[src/rtl/imem_loader_pkg.sv]
// Shared types and constants for the instruction-memory loader.
package imem_loader_pkg;

    typedef enum logic [1:0] {
        S_IDLE  = 2'd0,
        S_RECV  = 2'd1,
        S_WRITE = 2'd2,
        S_DONE  = 2'd3
    } state_t;

    localparam int unsigned BYTES_PER_WORD = 4;
    localparam int unsigned BYTE_CNT_W     = 2;

endpackage

[src/rtl/imem_loader_byte_assembler.sv]
// Big-endian byte-to-word assembler: the word is presented combinationally
// together with the byte that completes it, so the writer can latch it that cycle.
module byte_assembler
    import imem_loader_pkg::*;
(
    input  logic        CLK,
    input  logic        RST,
    input  logic        clr,
    input  logic        take,
    input  logic [7:0]  din,
    output logic [31:0] word,
    output logic        full
);

    logic [23:0]           sr_q, sr_d;
    logic [BYTE_CNT_W-1:0] cnt_q, cnt_d;

    always_comb begin
        sr_d  = sr_q;
        cnt_d = cnt_q;
        if (clr) begin
            sr_d  = '0;
            cnt_d = '0;
        end else if (take) begin
            sr_d  = {sr_q[15:0], din};
            cnt_d = cnt_q + BYTE_CNT_W'(1);
        end
    end

    always_ff @(posedge CLK) begin
        if (RST) begin
            sr_q  <= '0;
            cnt_q <= '0;
        end else begin
            sr_q  <= sr_d;
            cnt_q <= cnt_d;
        end
    end

    // Only three bytes are stored; the fourth is the incoming byte itself.
    assign word = {sr_q, din};
    assign full = take & (cnt_q == BYTE_CNT_W'(BYTES_PER_WORD - 1));

endmodule

[src/rtl/imem_loader.sv]
// Program loader: streams bytes into 32-bit words, writes them to consecutive
// instruction-memory addresses and holds the CPU in reset while doing so.
module imem_loader
    import imem_loader_pkg::*;
#(
    parameter int unsigned       ADDR_W    = 8,
    parameter logic [ADDR_W-1:0] BASE_ADDR = '0
) (
    input  logic              CLK,
    input  logic              RST,
    input  logic              START,
    input  logic [ADDR_W:0]   NWORDS,
    input  logic              BYTE_VALID,
    input  logic [7:0]        BYTE_DATA,
    output logic              BYTE_READY,
    output logic              WE,
    output logic [ADDR_W-1:0] W_Addr,
    output logic [31:0]       W_Ins,
    output logic              CPU_RST,
    output logic              BUSY,
    output logic              DONE
);

    localparam logic [ADDR_W:0] MAX_WORDS = {1'b1, {ADDR_W{1'b0}}};

    state_t            state_q, state_d;
    logic [ADDR_W:0]   nwords_q, nwords_d;
    logic [ADDR_W:0]   word_cnt_q, word_cnt_d;
    logic              we_q, we_d;
    logic [ADDR_W-1:0] w_addr_q, w_addr_d;
    logic [31:0]       w_ins_q, w_ins_d;
    logic              cpu_rst_q, cpu_rst_d;
    logic              done_q, done_d;

    logic        take;
    logic        word_full;
    logic [31:0] asm_word;

    assign take = (state_q == S_RECV) & BYTE_VALID;

    byte_assembler u_asm (
        .CLK  (CLK),
        .RST  (RST),
        .clr  (state_q == S_IDLE),
        .take (take),
        .din  (BYTE_DATA),
        .word (asm_word),
        .full (word_full)
    );

    always_comb begin
        state_d    = state_q;
        nwords_d   = nwords_q;
        word_cnt_d = word_cnt_q;
        we_d       = 1'b0;
        w_addr_d   = w_addr_q;
        w_ins_d    = w_ins_q;
        done_d     = 1'b0;
        unique case (state_q)
            S_IDLE: begin
                if (START) begin
                    nwords_d   = (NWORDS > MAX_WORDS) ? MAX_WORDS : NWORDS;
                    word_cnt_d = '0;
                    if (NWORDS == '0) begin
                        state_d = S_DONE;
                        done_d  = 1'b1;
                    end else begin
                        state_d = S_RECV;
                    end
                end
            end
            S_RECV: begin
                if (word_full) begin
                    w_ins_d  = asm_word;
                    w_addr_d = BASE_ADDR + word_cnt_q[ADDR_W-1:0];
                    we_d     = 1'b1;
                    state_d  = S_WRITE;
                end
            end
            S_WRITE: begin
                word_cnt_d = word_cnt_q + {{ADDR_W{1'b0}}, 1'b1};
                if (word_cnt_d == nwords_q) begin
                    state_d = S_DONE;
                    done_d  = 1'b1;
                end else begin
                    state_d = S_RECV;
                end
            end
            S_DONE: begin
                state_d = S_IDLE;
            end
            default: begin
                state_d = S_IDLE;
            end
        endcase
        // CPU reset follows the next state, so it falls on the first IDLE cycle.
        cpu_rst_d = (state_d != S_IDLE);
    end

    always_ff @(posedge CLK) begin
        if (RST) begin
            state_q    <= S_IDLE;
            nwords_q   <= '0;
            word_cnt_q <= '0;
            we_q       <= 1'b0;
            w_addr_q   <= BASE_ADDR;
            w_ins_q    <= '0;
            cpu_rst_q  <= 1'b1;
            done_q     <= 1'b0;
        end else begin
            state_q    <= state_d;
            nwords_q   <= nwords_d;
            word_cnt_q <= word_cnt_d;
            we_q       <= we_d;
            w_addr_q   <= w_addr_d;
            w_ins_q    <= w_ins_d;
            cpu_rst_q  <= cpu_rst_d;
            done_q     <= done_d;
        end
    end

    assign BYTE_READY = (state_q == S_RECV);
    assign BUSY       = (state_q != S_IDLE);
    assign WE         = we_q;
    assign W_Addr     = w_addr_q;
    assign W_Ins      = w_ins_q;
    assign CPU_RST    = cpu_rst_q;
    assign DONE       = done_q;

endmodule
[config.mk]
export PLATFORM = sky130hd
export DESIGN_NAME = imem_loader
export DESIGN_NICKNAME = d
export VERILOG_FILES = /design/src/rtl/imem_loader_pkg.sv /design/src/rtl/imem_loader_byte_assembler.sv /design/src/rtl/imem_loader.sv
export SDC_FILE = /design/constraint.sdc
export NUM_CORES = 1
export LEC_CHECK = 0
export BUFFER_PORTS_ARGS = -buffer_cell sky130_fd_sc_hd__clkbuf_2
export CAP_MARGIN = 5
export CORE_MARGIN = 1.5
export CORE_UTILIZATION = 30
export DETAILED_ROUTE_END_ITERATION = 12
export REMOVE_ABC_BUFFERS = 1
export SKIP_CTS_REPAIR_TIMING = 1
export SLEW_MARGIN = 20
export SYNTH_ARGS = -nofsm -noshare
export SYNTH_HDL_FRONTEND = slang
export SYNTH_SLANG_ARGS = --single-unit
[constraint.sdc]
create_clock -name CLK -period 5.3 [get_ports CLK]
set_input_delay 0.53 -clock CLK [delete_from_list [all_inputs] [get_ports CLK]]
set_output_delay 0.53 -clock CLK [all_outputs]
set_load 0.005 [all_outputs]
==> summary.md <==
| Metric | Value |
|---|---|
| Total negative slack | 0 ps |
| Post-synth top area cell | dfxtp_1 |
| Status | completed |
| Sw frac | 23.4% |
| Max cap viols | 0 |
| Final Cycle Share | 44.3% |
| Number of synthesized register bits | 89 |
| Skew final | 6.49 ps |
| Most common library cells after synthesis | 149 x nand2_1, 89 x dfxtp_1, 80 x a21oi_1 |
| Die height | 111 um |
| Synth unique cells | 44 |
| Fmax | 426 MHz |
| Post-DRT Antenna Nets | 0 |
| Top cells by area, synth | dfxtp_1 51%, nand2_1 16%, a21oi_1 11%, clkbuf_1 2.8%, xnor2_1 2.2% |
| Power per cell area | 316 mW/mm^2 |
| Slowest CP cell | nand3_2 |
| Clock transition at path regs | 70 ps |
| Root buf cell | clkbuf_16 |
| WS Path Type | reg -> reg |
| Fin nets | 512 |
| CP Cell Sequence | nor2b_1 -> nand3_2 -> o22a_1 -> o21ai_1 |
| Part of the power in the clock network | 44.6% |
| Clock Path Buffers | 2 |
| Yosys top cell area share | 50.6% |
| Initial Util | 30.8% |
| Initial DRC count | 132 |
| Routed WL | 7930 um |
| Max stage delay on crit path | 710 ps |
| Tot Pwr | 0.00133 W |
| Crit. End Element | flop |
| Worst Path Required | 5570 ps |
| Crit path max-delay family | simple AND/OR/NAND/NOR gates |
| Worst slew pin tran | 955 ps |
| First-pass GRT wire length | 13,500 um |
| Min Tclk post-route | 2350 ps |
| Max Slew Vio Count | 0 |
| Post-synthesis sequential area ratio | 50.6% |
| All-Layer GR Usage | 13.3% |
| Ys flop type | dfxtp_1 |
| Grt total ovfl | 0 |
| Worst min-delay path class | in -> reg |
| Crit-path max FO | 42 |
| Die area | 0.0124 mm^2 |
| CTS tree | yes |
| Ys async rst share | 0% |
| WP data arrival | 2610 ps |
| Metal1 wirelength | 3700 um |
| Avg Cell Area, Syn | 7.93 um^2 |
| Met2 routed WL | 3750 um |
| H-tree depth | 3 |
| Largest net degree at the start of global routing | 64 |
| Setup WS pre-CTS | 2950 ps |
| Vias/cell | 4.74 |
| Clock latency on the worst-skew pair | 340 ps |
| Row count | 39 |
| Cell count after synthesis | 444 |
| Setup violators final | 0 |
| Diodes inserted | 0 |
| Average routed wire per standard cell | 12.5 um |
| Top Layer Used | met4 |
| DR pass1 iterations | 4 |
| Placed cell areas | 0.00392 mm^2 |
| VDD IR max | 0.129 mV |
| CTS Sinks | 89 |
| Synthesized area | 0.00352 mm^2 |
| Fin. Hold Viols | 0 |
| Combinational power share | 4.1% |
| Int Pwr | 0.00102 W |
| Leak | 1.50 nW |
| Max-slew headroom | 36.3% |
| Element type at the critical path start | flop |
| Core ar. | 0.0114 mm^2 |
| Vias | 3,018 |
| Ys Warns | 0 |
| Finished Cell Area | 0.00420 mm^2 |
| Most frequent cell after synthesis | nand2_1 |
| EDFF count, synth | 0 |
| Net Sw Power | 0.000310 W |
| Number of port buffers | 65 |
| Area grow syn2layout | 19.1% |
| Met3 WL post-DR | 333 um |
| Worst path buffer plus inverter count | 0 |
| DRC viols | 0 |
| Initial antenna violation count | 0 |
| RSZ-0062 raised after global routing | false |
| IO Count | 66 |
| Final GP Congestion | 0.838 |
| CTS Buf Count | 9 |
| Post-DP HPWL | 5230 um |
| Layout cells sized above 1 | 18.0% |
| Die W | 111 um |
| Vias in the first global route | 2,868 |
| Setup WS post-layout | 2950 ps |
| Reg power frac | 51.3% |
[metal layers]
| layer | track usage, % | vias up |
|---|---|---|
| met1 | 16.7 | 1383 |
| li1 | - | 1567 |
| met3 | 3.27 | 11 |
| met4 | 6.75 | 0 |
| met2 | 21.2 | 57 |
| met5 | 0 | - |
[layout by cell type, fill, tap and decap left out, types with 2 or more instances in the layout]
cell type / Yosys / layout
a21oi_1: 80 / 80
a22oi_1: 5 / 5
and2_1: 2 / 2
and3_1: 3 / 3
and4_1: 2 / 2
buf_4: 1 / 2
clkbuf_16: 0 / 9
clkbuf_2: 0 / 65
clkinvlp_4: 0 / 3
dfxtp_1: 89 / 89
ha_1: 2 / 2
inv_1: 2 / 2
inv_6: 0 / 2
mux2_2: 2 / 2
nand2_1: 149 / 149
nand3_1: 3 / 2
nand3b_1: 8 / 8
nand4_1: 2 / 2
nor2_1: 14 / 14
nor2b_1: 2 / 2
nor3_1: 4 / 4
nor4_1: 4 / 4
o21a_1: 2 / 2
o21ai_0: 4 / 4
or2_2: 2 / 2
xnor2_1: 9 / 9
xor2_1: 3 / 3
[worst min-delay path, stage by stage]
cell,delay [ps]
clkbuf_2,90
nand2_1,50
a21oi_1,50
[metrics by stage]
stage	hold slack [ps]	util (%)	cells
CTS	412	36.8	637
floorplan	426	-	411
global route	424	36.8	637
detailed placement	446	34.3	621
finish	424	36.8	637
global placement	441	34.3	621
[registers in the layout, indices dropped and copies added, names as in the netlist]
name,count
W_Ins,32
u_asm.sr_q,24
nwords_q,9
word_cnt_q,9
W_Addr,8
state_q,2
u_asm.cnt_q,2
CPU_RST,1
DONE,1
WE,1
[layout make-up]
type,count,area [um^2]
clock buffer,10,229
clock inverter,6,51.3
fill,1209,7220
inverter,2,7.51
multi-input combinational,320,1610
sequential,89,1780
tap,143,179
timing repair buffer,67,340
[cells by family after synthesis]
family	Yosys count	synth area share, %
flip-flops	89	50.6
AO/OA/AOI/OAI	101	16.1
XOR/XNOR	12	2.98
multiplexers	4	1.24
adder cells (fa/ha/maj)	2	0.710
AND/OR/NAND/NOR	201	24.4
buffers and inverters	35	3.91
[power groups by stage]
stage | logic [W] | clock network (W) | registers, W
3_3_place_gp | 0.0000541 | 0 | 0.000694
5_1_grt | 0.0000617 | 0.000639 | 0.000680
6_report | 0.0000547 | 0.000591 | 0.000679
4_1_cts | 0.0000551 | 0.000610 | 0.000679
3_5_place_dp | 0.0000549 | 0 | 0.000694
2_1_floorplan | 0.0000267 | 0 | 0.000693
[worst paths after layout]
| kind | from | to | slack [ps] | cells past startpoint |
|---|---|---|---|---|
| setup / recovery | state_q[0] | state_q[1] | 2950 | 4 |
| hold / removal | BYTE_DATA[4] | W_Ins[4] | 420 | 3 |
| setup reg to reg | state_q[0] | state_q[1] | 2950 | 4 |
| hold reg to reg | W_Addr[5] | W_Addr[5] | 450 | 2 |
(Power assumes the default switching activity.)
